==> src/rtl/geo_pkg.sv <==
// Shared types for the shape sequencer: shape/state encodings, vertex and edge
// structs, and the edge-table selection used to feed the line engine.
package geo_pkg;

   localparam int COORD_W = 12;

   typedef logic signed [COORD_W-1:0] coord_t;

   typedef enum logic [1:0] {
      SHAPE_POINT = 2'd0,
      SHAPE_LINE  = 2'd1,
      SHAPE_TRI   = 2'd2,
      SHAPE_RSVD  = 2'd3
   } shape_e;

   typedef enum logic [2:0] {
      ST_IDLE      = 3'd0,
      ST_ISSUE     = 3'd1,
      ST_WAIT_ACK  = 3'd2,
      ST_WAIT_DONE = 3'd3,
      ST_POINT     = 3'd4,
      ST_DONE      = 3'd5
   } state_e;

   typedef struct packed {
      coord_t x;
      coord_t y;
   } vertex_t;

   typedef struct packed {
      vertex_t a;
      vertex_t b;
   } seg_t;

   // Closed polygon walk: v0->v1, v1->v2, v2->v0.
   function automatic seg_t edge_select(input logic [1:0] idx,
                                        input vertex_t v0,
                                        input vertex_t v1,
                                        input vertex_t v2);
      seg_t s;
      case (idx)
         2'd0:    begin s.a = v0; s.b = v1; end
         2'd1:    begin s.a = v1; s.b = v2; end
         default: begin s.a = v2; s.b = v0; end
      endcase
      return s;
   endfunction

   function automatic logic [1:0] last_edge(input shape_e shape);
      return (shape == SHAPE_TRI) ? 2'd2 : 2'd0;
   endfunction

endpackage

==> src/rtl/geo_shape_sequencer_if.sv <==
// Command and line-engine bundle of the shape sequencer; the sequencer uses the
// slave view, the command source / line engine side uses the master view.
interface geo_shape_sequencer_if;
   import geo_pkg::*;

   logic         cmd_valid;
   logic         cmd_ready;
   logic [1:0]   cmd_shape;
   coord_t       cmd_x0;
   coord_t       cmd_y0;
   coord_t       cmd_x1;
   coord_t       cmd_y1;
   coord_t       cmd_x2;
   coord_t       cmd_y2;
   logic         cmd_abort;
   logic         draw_busy;

   logic         le_run;
   logic         le_pass_thru_a;
   coord_t       le_aX;
   coord_t       le_aY;
   coord_t       le_bX;
   coord_t       le_bY;
   logic         le_busy;
   logic         le_line_complete;

   logic         busy;
   logic         shape_done;
   logic [1:0]   edge_idx;

   modport slave (
      input  cmd_valid, cmd_shape, cmd_x0, cmd_y0, cmd_x1, cmd_y1, cmd_x2, cmd_y2,
      input  cmd_abort, draw_busy, le_busy, le_line_complete,
      output cmd_ready, le_run, le_pass_thru_a, le_aX, le_aY, le_bX, le_bY,
      output busy, shape_done, edge_idx
   );

   modport master (
      output cmd_valid, cmd_shape, cmd_x0, cmd_y0, cmd_x1, cmd_y1, cmd_x2, cmd_y2,
      output cmd_abort, draw_busy, le_busy, le_line_complete,
      input  cmd_ready, le_run, le_pass_thru_a, le_aX, le_aY, le_bX, le_bY,
      input  busy, shape_done, edge_idx
   );

endinterface

==> src/rtl/geo_shape_sequencer.sv <==
// Walks point/line/triangle commands into line-engine requests, one edge at a time.
// Outputs decode directly from registered state; coordinates are pure routing.
module geo_shape_sequencer
   import geo_pkg::*;
(
   input  logic                 clk,
   input  logic                 reset,
   geo_shape_sequencer_if.slave bus
);

   state_e     state;
   state_e     state_d;
   shape_e     shape_q;
   vertex_t    v0_q;
   vertex_t    v1_q;
   vertex_t    v2_q;
   logic [1:0] edge_idx_q;
   logic [1:0] edge_idx_d;
   seg_t       seg_q;
   seg_t       seg_d;
   logic       latch_cmd;

   vertex_t    cmd_v0;
   vertex_t    cmd_v1;
   vertex_t    cmd_v2;
   shape_e     cmd_shape;
   logic       abort_hit;

   assign cmd_v0    = '{x: bus.cmd_x0, y: bus.cmd_y0};
   assign cmd_v1    = '{x: bus.cmd_x1, y: bus.cmd_y1};
   assign cmd_v2    = '{x: bus.cmd_x2, y: bus.cmd_y2};
   assign cmd_shape = shape_e'(bus.cmd_shape);

   // DONE is already terminating, so an abort there must not re-pulse shape_done.
   assign abort_hit = bus.cmd_abort && (state != ST_IDLE) && (state != ST_DONE);

   always_ff @(posedge clk or posedge reset) begin
      if (reset) begin
         state      <= ST_IDLE;
         shape_q    <= SHAPE_POINT;
         v0_q       <= '0;
         v1_q       <= '0;
         v2_q       <= '0;
         edge_idx_q <= '0;
         seg_q      <= '0;
      end else begin
         state      <= state_d;
         edge_idx_q <= edge_idx_d;
         seg_q      <= seg_d;
         if (latch_cmd) begin
            shape_q <= cmd_shape;
            v0_q    <= cmd_v0;
            v1_q    <= cmd_v1;
            v2_q    <= cmd_v2;
         end
      end
   end

   always_comb begin
      state_d    = state;
      edge_idx_d = edge_idx_q;
      seg_d      = seg_q;
      latch_cmd  = 1'b0;

      case (state)
         ST_IDLE: begin
            if (bus.cmd_valid) begin
               latch_cmd = 1'b1;
               case (cmd_shape)
                  SHAPE_POINT: begin
                     seg_d   = edge_select(2'd0, cmd_v0, cmd_v1, cmd_v2);
                     state_d = ST_POINT;
                  end
                  SHAPE_LINE, SHAPE_TRI: begin
                     edge_idx_d = 2'd0;
                     seg_d      = edge_select(2'd0, cmd_v0, cmd_v1, cmd_v2);
                     state_d    = ST_ISSUE;
                  end
                  default: state_d = ST_DONE;
               endcase
            end
         end
         ST_ISSUE: state_d = ST_WAIT_ACK;
         ST_WAIT_ACK: begin
            if (bus.le_busy && !bus.draw_busy)
               state_d = ST_WAIT_DONE;
         end
         ST_WAIT_DONE: begin
            // Completion only counts on an unstalled cycle; WAIT_DONE itself
            // gives the required le_run gap before the next edge.
            if (bus.le_line_complete && !bus.draw_busy) begin
               if (edge_idx_q != last_edge(shape_q)) begin
                  edge_idx_d = edge_idx_q + 2'd1;
                  seg_d      = edge_select(edge_idx_q + 2'd1, v0_q, v1_q, v2_q);
                  state_d    = ST_ISSUE;
               end else begin
                  state_d = ST_DONE;
               end
            end
         end
         ST_POINT: begin
            if (!bus.draw_busy)
               state_d = ST_DONE;
         end
         ST_DONE: state_d = ST_IDLE;
         default: state_d = ST_IDLE;
      endcase

      if (abort_hit) begin
         state_d    = ST_DONE;
         edge_idx_d = edge_idx_q;
         seg_d      = seg_q;
      end
   end

   assign bus.cmd_ready      = (state == ST_IDLE);
   assign bus.busy           = (state != ST_IDLE);
   assign bus.le_run         = (state == ST_ISSUE) || (state == ST_WAIT_ACK);
   assign bus.le_pass_thru_a = (state == ST_POINT);
   assign bus.shape_done     = (state == ST_DONE);
   assign bus.edge_idx       = edge_idx_q;
   assign bus.le_aX          = seg_q.a.x;
   assign bus.le_aY          = seg_q.a.y;
   assign bus.le_bX          = seg_q.b.x;
   assign bus.le_bY          = seg_q.b.y;

endmodule
==> src/flat_wrapper.sv <==
// flat-port wrapper written by rule: the top's interface ports become plain ports
module geo_shape_sequencer_flat import geo_pkg::*;
  (clk, reset, bus_cmd_valid, bus_cmd_shape, bus_cmd_x0, bus_cmd_y0, bus_cmd_x1, bus_cmd_y1, bus_cmd_x2, bus_cmd_y2, bus_cmd_abort, bus_draw_busy, bus_le_busy, bus_le_line_complete, bus_cmd_ready, bus_le_run, bus_le_pass_thru_a, bus_le_aX, bus_le_aY, bus_le_bX, bus_le_bY, bus_busy, bus_shape_done, bus_edge_idx);
  geo_shape_sequencer_if bus_i ();
  input  logic clk;
  input  logic reset;
  input wire logic [$bits(bus_i.cmd_valid)-1:0] bus_cmd_valid;
  input wire logic [$bits(bus_i.cmd_shape)-1:0] bus_cmd_shape;
  input wire logic [$bits(bus_i.cmd_x0)-1:0] bus_cmd_x0;
  input wire logic [$bits(bus_i.cmd_y0)-1:0] bus_cmd_y0;
  input wire logic [$bits(bus_i.cmd_x1)-1:0] bus_cmd_x1;
  input wire logic [$bits(bus_i.cmd_y1)-1:0] bus_cmd_y1;
  input wire logic [$bits(bus_i.cmd_x2)-1:0] bus_cmd_x2;
  input wire logic [$bits(bus_i.cmd_y2)-1:0] bus_cmd_y2;
  input wire logic [$bits(bus_i.cmd_abort)-1:0] bus_cmd_abort;
  input wire logic [$bits(bus_i.draw_busy)-1:0] bus_draw_busy;
  input wire logic [$bits(bus_i.le_busy)-1:0] bus_le_busy;
  input wire logic [$bits(bus_i.le_line_complete)-1:0] bus_le_line_complete;
  output wire logic [$bits(bus_i.cmd_ready)-1:0] bus_cmd_ready;
  output wire logic [$bits(bus_i.le_run)-1:0] bus_le_run;
  output wire logic [$bits(bus_i.le_pass_thru_a)-1:0] bus_le_pass_thru_a;
  output wire logic [$bits(bus_i.le_aX)-1:0] bus_le_aX;
  output wire logic [$bits(bus_i.le_aY)-1:0] bus_le_aY;
  output wire logic [$bits(bus_i.le_bX)-1:0] bus_le_bX;
  output wire logic [$bits(bus_i.le_bY)-1:0] bus_le_bY;
  output wire logic [$bits(bus_i.busy)-1:0] bus_busy;
  output wire logic [$bits(bus_i.shape_done)-1:0] bus_shape_done;
  output wire logic [$bits(bus_i.edge_idx)-1:0] bus_edge_idx;
  assign bus_i.cmd_valid = bus_cmd_valid;
  assign bus_i.cmd_shape = bus_cmd_shape;
  assign bus_i.cmd_x0 = bus_cmd_x0;
  assign bus_i.cmd_y0 = bus_cmd_y0;
  assign bus_i.cmd_x1 = bus_cmd_x1;
  assign bus_i.cmd_y1 = bus_cmd_y1;
  assign bus_i.cmd_x2 = bus_cmd_x2;
  assign bus_i.cmd_y2 = bus_cmd_y2;
  assign bus_i.cmd_abort = bus_cmd_abort;
  assign bus_i.draw_busy = bus_draw_busy;
  assign bus_i.le_busy = bus_le_busy;
  assign bus_i.le_line_complete = bus_le_line_complete;
  assign bus_cmd_ready = bus_i.cmd_ready;
  assign bus_le_run = bus_i.le_run;
  assign bus_le_pass_thru_a = bus_i.le_pass_thru_a;
  assign bus_le_aX = bus_i.le_aX;
  assign bus_le_aY = bus_i.le_aY;
  assign bus_le_bX = bus_i.le_bX;
  assign bus_le_bY = bus_i.le_bY;
  assign bus_busy = bus_i.busy;
  assign bus_shape_done = bus_i.shape_done;
  assign bus_edge_idx = bus_i.edge_idx;
  geo_shape_sequencer u_core (.clk(clk), .reset(reset), .bus(bus_i));
endmodule
==> config.mk <==
export PLATFORM = sky130hd
export DESIGN_NAME = geo_shape_sequencer_flat
export DESIGN_NICKNAME = d
export VERILOG_FILES = /design/src/rtl/geo_pkg.sv /design/src/rtl/geo_shape_sequencer_if.sv /design/src/rtl/geo_shape_sequencer.sv /design/src/flat_wrapper.sv
export SDC_FILE = /design/constraint.sdc
export NUM_CORES = 1
export LEC_CHECK = 0
export CAP_MARGIN = 20
export CORE_ASPECT_RATIO = 2
export CORE_UTILIZATION = 38
export DETAILED_ROUTE_END_ITERATION = 8
export PLACE_DENSITY = 0.63
export RECOVER_POWER = 100
export SYNTH_ARGS = -nofsm -noshare
export SYNTH_HDL_FRONTEND = slang
export SYNTH_SLANG_ARGS = --single-unit
==> constraint.sdc <==
create_clock -name clk -period 4.6 [get_ports clk]
set_input_delay 0.92 -clock clk [delete_from_list [all_inputs] [get_ports clk]]
set_output_delay 0.92 -clock clk [all_outputs]
set_load 0.03 [all_outputs]
Word level (Yosys, flattened, before mapping)
Index checks and enable logic that the tools add are counted.

Register bits: 127. Latch bits: 0. Bits in writable memories: 0. Bits in read-only memories: 0. Input bits: 81. Word-level logic and storage cells: 73. Memories: 0.

$add $sub $neg: 1. Multiply operators: 0. Div/mod/pow operators: 0. Magnitude comparators: 0. Equality and inequality tests: 20. Shift operators: 0. Multiplexer cells: 22. Bitwise gates (word level): 1. Reductions and logical operators: 16.

Operators by type and width (number): 48-bit 2-to-1 mux (4); 48-bit case mux with 2 select lines (2); 3-bit 2-to-1 mux (6); 3-bit case mux with 5 select lines (1); 6-bit AND reduction (2); 2-bit 2-to-1 mux (5); 3-bit by 2-bit equality test with 1-bit output, second input constant (2); 3-bit equality test, second input constant (2); 2-bit by 1-bit != test with 1-bit output, second input constant (3); 3-bit by 1-bit != test with 1-bit output, second input constant (2); 3-bit by 2-bit != test with 1-bit output, second input constant (2); 3-bit case mux with 2 select lines (1); 2-bit by 1-bit equality test with 1-bit output, second input constant (2); 2-bit equality test, second input constant (2); 1-bit logical AND (4); 2-bit zero test (2); 2-bit != test, second input constant (2); 2-bit case mux with 2 select lines (1); 4-bit AND reduction (1); 3-bit by 1-bit equality test with 1-bit output, second input constant (1); 3-bit zero test (1); 3-bit != test, second input constant (1); 3-bit nonzero test (1); 3-bit OR reduction (1); 8 further kinds (9).

Longest topological paths before layout
Gate-level depths: netlist (run 1).

Depth in word-level cells: 7. Gate-level depth with buffers: 8. Mapped depth without buffers: 6.

Worst setup path after synthesis (run 1)
No wires, ideal clock.

Kind: in2reg. From: input port bus_cmd_abort. To: register u_core.seg_q (netlist bit u_core.bus.le_aX[0]). Arrival time: 2.442 ns. Data required time: 4.473 ns. Slack: 2.030 ns. Stages: 6. Path buffers: 2. Cells stage by stage: or3b_2 -> o21ba_2 -> a221oi_4 -> buf_6 -> buf_6 -> mux2_1.

Word-level cells in the longest chain between the ends: 4.

Ends and longest elaborated chain: start: declaration (line flat_wrapper.sv:15) `input wire logic [$bits(bus_i.cmd_abort)-1:0] bus_cmd_abort;`; 1-bit logical AND (2 in a row) (line geo_shape_sequencer.sv:35) `assign abort_hit = bus.cmd_abort && (state != ST_IDLE) && (state != ST_DONE);`; 1-bit inverter (no line); 6-bit AND reduction (no line); end signal: assignment (line geo_shape_sequencer.sv:49) `seg_q <= seg_d;`; end: declaration (line geo_shape_sequencer.sv:19) `seg_t seg_q;`.

Every way passes these cells. A chain may end at the register's enable or synchronous reset.

Worst setup path in the final report (run 1)
From: input port bus_cmd_abort. To: register u_core.seg_q (netlist bit u_core.bus.le_aY[8]).

Same word-level chain as after synthesis.

==> impl_metrics.csv, run 1 <==
group,metric,value,unit
placed_design,dp.final_hpwl,11200,µm
drt,wire_per_inst,17.22,µm
global_route,grt_pass1_vias,5781,
cells_and_area,syn_to_final_growth,31.17,%
synth,syn_area_per_cell,9.052,µm²
run_status,status,"complete, but fails checks",
floorplan,die_y,184.4,µm
timing,rsz0062_at_grt,"false",
floorplan,core,16270,µm²
synth,yosysUniqueCellTypes,35,
synth,synth_simple_gate_area_frac,0.1756,
timing,finalSetupViolCount,0,
run_status,violations,"capacitance limit, slew limit",
drt,drtAntennaViolNets,0,
floorplan,dieWidth,93.18,µm
clock_network,cts_tree,"done",
floorplan,die_area,17180,µm²
global_route,grt_overflow,0,
synth,yosys-mux-area-fraction,0.08891,
timing,slew_violations,67,
clock_network,cts.sinks,127,
cells_and_area,antenna_cells,0,
placed_design,port_buffers,135,
timing,hold_viol,0,
synth,synthArstFlopShare,1.000,
timing,period_share,0.8290,
setup_path,required,4.88,ns
global_route,busiest_layer,"met2",
setup_path,crit_chain,"dlygate4sd3_1 > or3b_2 > o21ba_1 > a221oi_1 > clkbuf_2 > mux2_2",
global_route,grt_max_degree,73,
timing,worstMarginPinSlew,2.646,ns
floorplan,initial_core_util,0.3884,
clock_network,root_buffer,"clkbuf_16",
flow_run,maxCapViolCount,1,
setup_path,start_kind,"primary input",
synth,synth_seq_cells,127,
clock_network,ctsHoldBuffers,0,
timing,relSlewSlack,-0.7643,
global_route,grt.total_usage,0.2127,
synth,ys.flop_type,"dfrtp_1",
synth,yosysWarnings,0,
power,pwr_density_cell,703.0,nW/µm²
global_route,grt_util_met3,0.04579,
drt,drt-initial-drc-count,379,
timing,max_freq,0.2622,GHz
setup_path,r2r_cells,6,
global_route,grt_pass1_wl,28360,µm
power,finalPower,0.005826,W
clock_network,cts_buffers,17,
drt,firstDrtPassIters,7,
drt,drc,0,
synth,synth_edf_count,0,
cells_and_area,utilization,0.5095,
timing,tns,0,ns
timing,clock_skew,0.01203,ns
setup_path,slowest_stage,"clkbuf_2",
clock_network,cts.clk_slew.worst_paths,0.06,ns
clock_network,cts_setup_buffers,0,
global_route,antenna_found_initial,0,
synth,syn_inst,698,
global_route,gr-usage-met2,0.3962,
power,p_leak,3.804,nW
synth,synth_top_family_by_area,"compound AO/OA/AOI/OAI gates",
setup_path,cpPeakStageDelay,1.12,ns
global_route,grtUsageMet1,0.2300,
drt,via_per_inst,5.453,
cells_and_area,stdcell_area,8288,µm²
cells_and_area,drive_above_1_share,0.08568,
setup_path,worstPathArrival,4.10,ns
synth,synth_xor_area_frac,0.002772,
timing,finalCriticalPeriod,3.813,ns
floorplan,io_pins,136,
setup_path,crit_path_max_fanout,48,
setup_path,critPathKind,"in -> reg",
min_path,hold_path_depth,1,
synth,synthAdderAreaFrac,0.007921,
synth,syn_nets,783,
clock_network,clockBufferDepth,2,
floorplan,fp-row-count,66,
cells_and_area,nets,890,
synth,synth-seq-area-share,0.5030,
power,vdd_drop_max,502.0,µV
synth,synth_compound_area_frac,0.1774,
clock_network,h-tree-depth,4,
clock_network,cts_resized,0,
setup_path,worstSetupEndpointType,"register",
clock_network,worst_skew_pair.late_latency,0.41,ns
placed_design,place_area,7774,µm²
synth,synth_area,6319,µm²
min_path,min_path_type,"reg -> reg",
drt,wl,17580,µm
drt,num_vias,5568,
placed_design,gp_routability_congestion,0.7711,
cell usage after synthesis (2+ instances only):
cell type  instances  share of area
a211oi_1           2         0.0024
a21oi_1            5         0.0040
a221o_1           48          0.076
buf_1              2         0.0012
buf_2              2         0.0016
buf_4              3         0.0036
buf_6              3         0.0053
clkbuf_1          45          0.027
dfrtp_1          127           0.50
ha_1               4         0.0079
inv_1             10         0.0059
mux2_1            20          0.036
mux2_2            29          0.052
nand2_1          268           0.16
nor2_1             6         0.0036
nor2b_1            3         0.0030
o211ai_1           2         0.0024
o21ai_0           99          0.078
o221ai_1           2         0.0028
or3_1              2         0.0020
xnor2_1            2         0.0028
flip-flops by register name, indices dropped and copies added, names as in the netlist:
name,count
u_core.shape_q,2
u_core.state,3
u_core.v1_q,24
u_core.bus.le_aY,12
u_core.bus.le_bY,12
u_core.bus.le_bX,12
u_core.v2_q,24
u_core.bus.edge_idx,2
u_core.v0_q,24
u_core.bus.le_aX,12
worst max-delay path, delay by kind of cell:
family / cells / cell delay, ns
AND/OR/NAND/NOR: 1 / 0.50
multiplexers: 1 / 0.44
AO/OA/AOI/OAI: 2 / 0.48
buffers and inverters: 2 / 1.74
path summary, 6_finish.rpt:
kind	end	slack [ns]	start
setup / recovery	u_core.bus.le_aY[8]	0.79	bus_cmd_abort
hold / removal	u_core.bus.le_aX[10]	0.48	u_core.bus.le_aX[10]
setup reg to reg	u_core.bus.le_aY[8]	1.26	u_core.state[0]
hold reg to reg	u_core.bus.le_aX[10]	0.48	u_core.bus.le_aX[10]
max in group asynchronous	u_core.v1_q[12]	1.30	reset
min in group asynchronous	u_core.v2_q[1]	1.75	reset
stage by stage:
stage / hold WS, ns / cells / setup slack [ns]
3_5_place_dp: 0.4704 / 990 / 1.030
4_1_cts: 0.4830 / 1021 / 1.292
2_1_floorplan: 0.4422 / 698 / 0.2957
5_1_grt: 0.5062 / 1021 / 0.6190
3_3_place_gp: 0.4597 / 990 / 1.090
6_report: 0.4777 / 1021 / 0.7866
per-layer routing:
| layer | vias up | wire length, µm |
|---|---|---|
| met5 | - | 0 |
| met4 | 0 | 373 |
| met3 | 30 | 874 |
| met2 | 169 | 9726 |
| met1 | 2765 | 6607 |
| li1 | 2604 | - |
report_power, final:
group	total (W)	switching [W]	internal, W
clock	0.00123	0.000478	0.000749
combinational	0.00254	0.00144	0.00109
sequential	0.00206	0.000408	0.00166
cell families after synthesis:
family | count (synthesis)
and+or+nand+nor | 285
AOI/OAI and AO/OA | 165
DFF | 127
buffers and inverters | 65
muxes | 50
adders and majority gates | 4
xor gates and xnor gates | 2
area by class of cell:
| class | instances | area [µm²] |
|---|---|---|
| clock buffer | 20 | 446.7 |
| clock inverter | 11 | 92.59 |
| sequential | 127 | 3178 |
| timing repair buffer | 143 | 1421 |
| tap | 204 | 255.2 |
| fill | 1515 | 7980 |
| inverter | 10 | 37.54 |
| multi-input combinational | 506 | 2856 |
cells in the final DEF, fill, tap and decap left out, drive strengths merged, types with 3 or more instances in the layout:
| cell | n |
|---|---|
| inv | 11 |
| nor2 | 6 |
| clkbuf | 21 |
| a21oi | 5 |
| o21ai | 100 |
| ha | 4 |
| clkinv | 7 |
| mux2 | 49 |
| nand2 | 268 |
| buf | 7 |
| clkdlybuf4s50 | 78 |
| nor2b | 3 |
| dfrtp | 127 |
| a221o | 48 |
| dlygate4sd3 | 57 |
(Power assumes the default switching activity.)
==> inputs of run 2 (changes only) <==
--- a/config.mk
+++ b/config.mk
@@ -9,7 +9,7 @@
 export CORE_ASPECT_RATIO = 2
 export CORE_UTILIZATION = 38
 export DETAILED_ROUTE_END_ITERATION = 8
-export PLACE_DENSITY = 0.63
+export PLACE_DENSITY = 0.61
 export RECOVER_POWER = 100
 export SYNTH_ARGS = -nofsm -noshare
 export SYNTH_HDL_FRONTEND = slang
==> constraint.sdc (replaced) <==
create_clock -name clk -period 3.6 [get_ports clk]
set_input_delay 0.72 -clock clk [delete_from_list [all_inputs] [get_ports clk]]
set_output_delay 0.72 -clock clk [all_outputs]
set_load 0.03 [all_outputs]
==> run 2 against run 1 <==
Net effect:
- the run still ends with capacitance limit, slew limit left
- worst hold slack lost 0.0065 ns
- register-to-register slack lost 0.84 ns
- first-iteration DRC count shrank 31%
- sequential power grew 29%
- clock skew is essentially flat
- die area is the same
- utilization grew 0.68 points
- critical path depth grew 1
- worst setup slack lost 0.36 ns
- largest cell class unchanged
==> impl_metrics.csv, run 2 (synthesized netlist as in run 1, its figures left out) <==
group,metric,value,unit
global_route,grt_overflow,0,
global_route,grt.total_usage,0.2178,
timing,holdWs,0.4712,ns
setup_path,ff2ff_setup_slack,0.42,ns
placed_design,gp_routability_congestion,0.7807,
timing,finalCriticalPeriod,3.176,ns
clock_network,h-tree-depth,4,
power,vdd_drop_max,573.1,µV
drt,via_per_inst,5.451,
floorplan,die_area,17180,µm²
cells_and_area,nets,890,
global_route,grt_pass1_vias,5833,
setup_path,worstSetupStartpoint,"u_core.bus.edge_idx[0]",
power,p_int,0.004725,W
setup_path,rr_startpoint,"u_core.bus.edge_idx[0]",
power,switching_share,0.3899,
setup_path,worstSetupEndpointType,"register",
setup_path,critPathKind,"reg -> reg",
drt,firstDrtPassIters,4,
floorplan,io_pins,136,
setup_path,crit_path_max_fanout,49,
timing,worstMarginPinSlew,2.085,ns
setup_path,worstPathArrival,3.47,ns
floorplan,initial_core_util,0.3884,
placed_design,dp.final_hpwl,11620,µm
run_status,status,"complete, but fails checks",
setup_path,crit_chain,"inv_1 > ha_2 > inv_1 > buf_4 > o21ai_0 > o21ai_0 > mux2_1",
cells_and_area,final_cell_mix,"268 x nand2_1, 127 x dfrtp_1, 99 x o21ai_0",
timing,clock_skew,0.01172,ns
timing,tns,0,ns
cells_and_area,drive_above_1_share,0.08557,
setup_path,cp_num_buf_inv,3,
cells_and_area,syn_to_final_growth,32.93,%
flow_run,maxCapViolCount,2,
timing,max_freq,0.3148,GHz
drt,drc,0,
setup_path,regToRegEndpoint,"u_core.bus.le_aX[0]",
clock_network,root_buffer,"clkbuf_16",
global_route,grt_pass1_wl,28760,µm
setup_path,cp_top_family,"buffers and inverters",
drt,drt-initial-drc-count,261,
clock_network,clockBufferDepth,2,
clock_network,cts_resized,0,
power,p_comb_frac,0.420,
power,pwr_density_cell,922.0,nW/µm²
cells_and_area,multiInputGateArea,2874,µm²
cells_and_area,top_regs,"u_core.v0_q: 24 flops, u_core.v1_q: 24 flops, u_core.v2_q: 24 flops",
setup_path,required,3.89,ns
min_path,min_path_type,"reg -> reg",
timing,rsz0062_at_grt,"false",
cells_and_area,layout_commonest_cell,"nand2_1",
run_status,violations,"capacitance limit, slew limit",
global_route,antenna_found_initial,0,
power,p_sw,0.003019,W
setup_path,slowest_stage,"ha_2",
setup_path,crit_cells,7,
drt,wl,17990,µm
clock_network,cts_buffers,17,
clock_network,ctsHoldBuffers,0,
cells_and_area,regArea,3178,µm²
setup_path,cpPeakStageDelay,0.97,ns
power,p_leak,3.845,nW
power,power.share.clock,0.238,
timing,period_share,0.8823,
clock_network,cts_setup_buffers,0,
floorplan,core,16270,µm²
cells_and_area,fillers,1490,
placed_design,port_buffers,135,
setup_path,crit_end,"u_core.bus.le_aX[0]",
cells_and_area,antenna_cells,0,
setup_path,r2r_cells,7,
clock_network,cts.clk_slew.worst_paths,0.06,ns
floorplan,die_y,184.4,µm
floorplan,fp-row-count,66,
timing,relSlewSlack,-0.3923,
clock_network,cts.sinks,127,
timing,hold_viol,0,
global_route,grt_max_degree,97,
drt,drtAntennaViolNets,0,
drt,wire_per_inst,17.61,µm
drt,num_vias,5571,
timing,slew_violations,125,
power,seqPwrFrac,0.343,
clock_network,worst_skew_pair.late_latency,0.41,ns
setup_path,start_kind,"register",
floorplan,dieWidth,93.18,µm
timing,finalSetupViolCount,0,
clock_network,cts_tree,"done",
[run 2: worst reg2reg max path: stages, from the launching register on]
cell	delay, ns
dfrtp_1	0.45
inv_1	0.08
ha_2	0.97
inv_1	0.51
buf_4	0.40
o21ai_0	0.22
o21ai_0	0.10
mux2_1	0.33
[run 2: final cells by class]
| class | instances | share of cell area |
|---|---|---|
| clock inverters | 10 | 0.01892 |
| clock buffers | 22 | 0.05646 |
| flip-flops and latches | 127 | 0.3784 |
| well taps | 204 | 0.03039 |
| inverters | 10 | 0.004618 |
| multi-input cells | 506 | 0.3422 |
| repair buffers | 143 | 0.1691 |
[run 2: per-layer routing]
metal / track usage / part of all wire
met3: 0.04620 / 0.043
met5: 0 / 0
met2: 0.3929 / 0.54
met4: 0.1138 / 0.036
met1: 0.2338 / 0.38
[run 2: worst min path at each step]
stage / endpoint / startpoint / cells past startpoint / slack [ns]
after floorplan: u_core.shape_q[1] / u_core.shape_q[1] / 2 / 0.44
after global placement: u_core.shape_q[1] / u_core.shape_q[1] / 2 / 0.46
after detailed placement: u_core.shape_q[1] / u_core.shape_q[1] / 2 / 0.46
after CTS: u_core.shape_q[1] / u_core.shape_q[1] / 2 / 0.48
after global routing: u_core.bus.le_aY[2] / u_core.bus.le_aY[2] / 1 / 0.51
final: u_core.shape_q[1] / u_core.shape_q[1] / 2 / 0.47
[run 2: metrics by stage]
step / power, W / instances / cell area, µm² / setup WS, ns / utilization
detailed placement: 0.006069 / 990 / 7800 / 0.4599 / 0.4795
finish: 0.007744 / 1022 / 8399 / 0.4236 / 0.5163
floorplan: 0.004808 / 698 / 6322 / 1.230 / -
global placement: 0.005957 / 990 / 7800 / 0.5542 / 0.4795
CTS: 0.007950 / 1022 / 8433 / 0.4494 / 0.5184
global route: 0.008244 / 1022 / 8399 / 0.1854 / 0.5163
[run 2: power groups by stage]
stage	sequential, W	combinational, W	clock, W
floorplan	0.00304	0.00177	0
global placement	0.00264	0.00332	0
detailed placement	0.00268	0.00339	0
CTS	0.00266	0.00342	0.00187
global route	0.00274	0.00357	0.00194
finish	0.00265	0.00325	0.00184
